[config.mk]
export PLATFORM = sky130hd
export DESIGN_NAME = cluster_clock_gate_ctrl
export DESIGN_NICKNAME = d
export VERILOG_FILES = /design/src/rtl/cluster_clock_gate_ctrl.sv
export SDC_FILE = /design/constraint.sdc
export NUM_CORES = 1
export LEC_CHECK = 0
export CAP_MARGIN = 10
export CORE_MARGIN = 3
export CORE_UTILIZATION = 36
export CTS_CLUSTER_DIAMETER = 100
export DETAILED_ROUTE_END_ITERATION = 10
export PLACE_DENSITY = 0.6
export SETUP_SLACK_MARGIN = 0.3
export SYNTH_ARGS = -nofsm -noshare
export SYNTH_HDL_FRONTEND = slang
export SYNTH_SLANG_ARGS = --single-unit
[constraint.sdc]
create_clock -name clk_i -period 2.8 [get_ports clk_i]
set_input_delay 0.56 -clock clk_i [delete_from_list [all_inputs] [get_ports clk_i]]
set_output_delay 0.56 -clock clk_i [all_outputs]
set_load 0.01 [all_outputs]
[src/rtl/cluster_clock_gate_ctrl.sv]
// Idle-driven clock gate controller for a cluster clock gating cell.
// Drains before gating, settles after waking, counts gated cycles.
module cluster_clock_gate_ctrl #(
  parameter int IDLE_CYCLES = 8,
  parameter int WAKE_CYCLES = 2,
  parameter int CNT_W       = 32
) (
  input  logic             clk_i,
  input  logic             rst_ni,
  input  logic             test_en_i,
  input  logic             busy_i,
  input  logic             wake_req_i,
  input  logic             clr_i,
  output logic             wake_ack_o,
  output logic             en_o,
  output logic [1:0]       state_o,
  output logic [CNT_W-1:0] gated_cnt_o
);

  typedef enum logic [1:0] {
    RUN   = 2'b00,
    DRAIN = 2'b01,
    OFF   = 2'b10,
    WAKE  = 2'b11
  } state_t;

  localparam logic [7:0] IDLE_LD = 8'(IDLE_CYCLES - 1);
  localparam logic [7:0] WAKE_LD = 8'(WAKE_CYCLES - 1);

  state_t           state;
  logic [7:0]       cnt;
  logic             wake_ack;
  logic [CNT_W-1:0] gated_cnt;
  logic             req;

  assign req = busy_i | wake_req_i;

  always_ff @(posedge clk_i) begin
    if (!rst_ni) begin
      state     <= RUN;
      cnt       <= '0;
      wake_ack  <= 1'b0;
      gated_cnt <= '0;
    end else begin
      wake_ack <= wake_req_i & (state == RUN);

      if (clr_i)
        gated_cnt <= '0;
      else if (state == OFF && gated_cnt != '1)
        gated_cnt <= gated_cnt + 1'b1;

      unique case (state)
        RUN: begin
          if (!req) begin
            state <= DRAIN;
            cnt   <= IDLE_LD;
          end
        end
        DRAIN: begin
          if (req)
            state <= RUN;
          else if (cnt == '0)
            state <= OFF;
          else
            cnt <= cnt - 1'b1;
        end
        OFF: begin
          if (req) begin
            state <= WAKE;
            cnt   <= WAKE_LD;
          end
        end
        WAKE: begin
          // Once started, a wake always runs to completion
          if (cnt == '0)
            state <= RUN;
          else
            cnt <= cnt - 1'b1;
        end
        default: state <= RUN;
      endcase
    end
  end

  assign en_o        = (state != OFF) | test_en_i;
  assign state_o     = state;
  assign wake_ack_o  = wake_ack;
  assign gated_cnt_o = gated_cnt;

endmodule

==> flow_metrics.env <==
export IMPL_status="finished, final reports clean"
export IMPL_cts_made_buffers=5
export IMPL_place_inst=391
export IMPL_routed_wl_um=5670
export IMPL_p_total_mw=1.10
export IMPL_synth_fp_nets=285
export IMPL_cap_violations=0
export IMPL_antenna_found_initial=0
export IMPL_syn_to_final_growth_pct=26.5
export IMPL_ant_nets=0
export IMPL_dieArea_mm2=0.00739
export IMPL_synthDistinctLibCells=51
export IMPL_cts_hold_buffers=0
export IMPL_io_buffers=41
export IMPL_overflow=0
export IMPL_place_area_mm2=0.00283
export IMPL_worstRegToRegCells=5
export IMPL_setup_viol=0
export IMPL_dpl_hpwl_um=4210
export IMPL_cp_max_fo=12
export IMPL_coreArea_mm2=0.00606
export IMPL_async_flop_share_pct=0
export IMPL_yosys_warnings=0
export IMPL_pwr_share_comb_pct=7.6
export IMPL_critPathRequiredTime_ns=2.24
export IMPL_worstHoldPathCells=2
export IMPL_syn_inst=276
export IMPL_die_h_um=86.0
export IMPL_p_sw_uw=267
export IMPL_drt_iter0_markers=139
export IMPL_cts_setup_buffers=0
export IMPL_grt_pass1_wl_um=9750
export IMPL_drive_above_1_share_pct=8.33
export IMPL_switching_share_pct=24.2
export IMPL_rows=28
export IMPL_maxSlewViolCount=0
export IMPL_hp_class="register to register"
export IMPL_pwr_share_seq_pct=57.2
export IMPL_nets=332
export IMPL_p_leak_nw=0.921
export IMPL_fin_tns_setup_ns=0
export IMPL_start_util_pct=38.0
export IMPL_hold_viol=0
export IMPL_finalCritPeriodShare_pct=81.3
export IMPL_ioPinCount=42
export IMPL_critPathArrivalTime_ns=1.72
export IMPL_crit_type="register to output port"
export IMPL_n_fill_cell=605
export IMPL_layout_cells_non_filler=399
export IMPL_worstMarginPinSlew_ns=0.572
export IMPL_cp_start_kind="register"
export IMPL_grt_usage_pct=16.1
export IMPL_dr_pass1_iters=4
export IMPL_yosysSeqAreaShare_pct=37.4
export IMPL_clock_power_share_pct=35.2
export IMPL_routed_via_density=5.47
export IMPL_drc_errors=0
export IMPL_cts_resized=0
export IMPL_ys_ff_latch=43
export IMPL_synth_edff_count=0
export IMPL_internal_power_uw=837
export IMPL_gp_congestion=0.837
export IMPL_crit_path_end_kind="output port"
export IMPL_fmax_ghz=0.439
export IMPL_period_needed_ns=2.28
export IMPL_yosys_most_used_dff="dfxtp_1"
export IMPL_power_density_mw_per_mm2=379
export IMPL_wl_per_cell_um=14.2
export IMPL_vdd_drop_max_mv=0.301
export IMPL_synth_area_per_cell_um2=8.35
export IMPL_final_area_mm2=0.00291
export IMPL_die_w_um=86.0
export IMPL_insertion_delay_ns=0.30
export IMPL_vias=2181
export IMPL_grt_pass1_vias=1980
export IMPL_clock_skew_ns=0.00604
export IMPL_cts_root_buf="clkbuf_8"
export IMPL_h_tree_depth=2
export IMPL_n_antenna_cell=0
export IMPL_cts_path_max_buffers=2
export IMPL_slew_headroom_pct=61.5
export IMPL_path_clk_slew_ns=0.08
export IMPL_synth_area_mm2=0.00230
export IMPL_rsz0062_at_grt="false"
export IMPL_grt_max_degree=29
export IMPL_cts_sinks=43
export IMPL_cts_tree="done"
cell type report:
type                       instances  area, µm²  share of cell area [%]
timing repair buffer              51        485                    16.7
tap                               75       93.8                    3.22
clock inverter                     1       5.00                   0.172
inverter                           6       22.5                   0.773
clock buffer                       7       76.3                    2.62
multi-input combinational        216       1370                    47.0
sequential                        43        861                    29.6
flip-flops by register name, summed over array words and instances (netlist names), named ones only:
register and cells:
cnt 8, gated_cnt_o 32, state_o 1, wake_ack_o 1
synthesized netlist by cell type (5+ instances only):
cell type / count / area [µm²]
nor3_1: 8 / 40.0
a21oi_1: 17 / 85.1
nor2_1: 23 / 86.3
inv_1: 6 / 22.5
nand4_1: 8 / 50.1
dfxtp_1: 43 / 861
xnor2_1: 11 / 96.3
clkbuf_1: 5 / 18.8
nand2_1: 25 / 93.8
o31ai_1: 7 / 52.6
nand2b_1: 9 / 56.3
nand3_1: 12 / 60.1
a31oi_1: 6 / 37.5
or3_1: 10 / 62.6
o21ai_0: 12 / 60.1
nor4_1: 8 / 50.1
or4_1: 6 / 45.0
layout by cell type (no fill, tap or decap), drive strengths merged, types with 8 or more instances in the layout:
| cell | count |
|---|---|
| xnor2 | 11 |
| nand2 | 26 |
| clkdlybuf4s50 | 41 |
| o21ai | 12 |
| buf | 10 |
| dfxtp | 43 |
| nor2 | 23 |
| a21oi | 17 |
| nor3 | 9 |
| nand3 | 12 |
| nand4 | 8 |
| nand2b | 9 |
| or3 | 10 |
| nor4 | 10 |
through the flow:
stage          hold WS [ns]  setup WS, ns  utilization [%]
5_1_grt               0.540         0.434             48.1
3_3_place_gp          0.495         0.609             46.7
2_1_floorplan         0.465         0.727                -
3_5_place_dp          0.500         0.567             46.7
4_1_cts               0.512         0.514             48.1
6_report              0.510         0.522             48.1
power groups by stage:
stage	sequential, mW	clock, mW	combinational, mW
global placement	0.646	0	0.0841
CTS	0.632	0.403	0.0847
finish	0.632	0.389	0.0835
detailed placement	0.647	0	0.0843
global route	0.634	0.433	0.0939
floorplan	0.644	0	0.0606
routing by layer:
metal	up-vias	global-route usage (%)	share of wire [%]
li1	1134	-	-
met3	8	4.32	6.4
met2	55	24.0	44
met4	0	4.75	1.2
met5	-	0	0
met1	984	22.7	49
worst max-delay path: stages (launching register included):
cell and delay, ns:
dfxtp_1 0.54, and2b_4 0.28, nand2b_1 0.08, clkdlybuf4s50_1 0.53
worst paths after layout:
path,start,end,slack [ns]
worst max-delay path,state_o[0],en_o,0.52
worst min-delay path,cnt[1],cnt[1],0.51
worst max register to register,state_o[0],gated_cnt_o[23],0.61
worst min register to register,cnt[1],cnt[1],0.51
logic make-up (layout without fill, tap and decap cells):
group	after synthesis	count (layout)	share of synthesized area (%)
and+or+nand+nor	135	135	33.4
AOI/OAI and AO/OA	61	61	17.8
DFF	43	43	37.4
buffers and inverters	17	65	3.20
xor gates and xnor gates	13	13	4.94
muxes	4	4	1.74
adders and majority gates	3	3	1.63
Note: power is estimated with default switching activity, not from simulation.
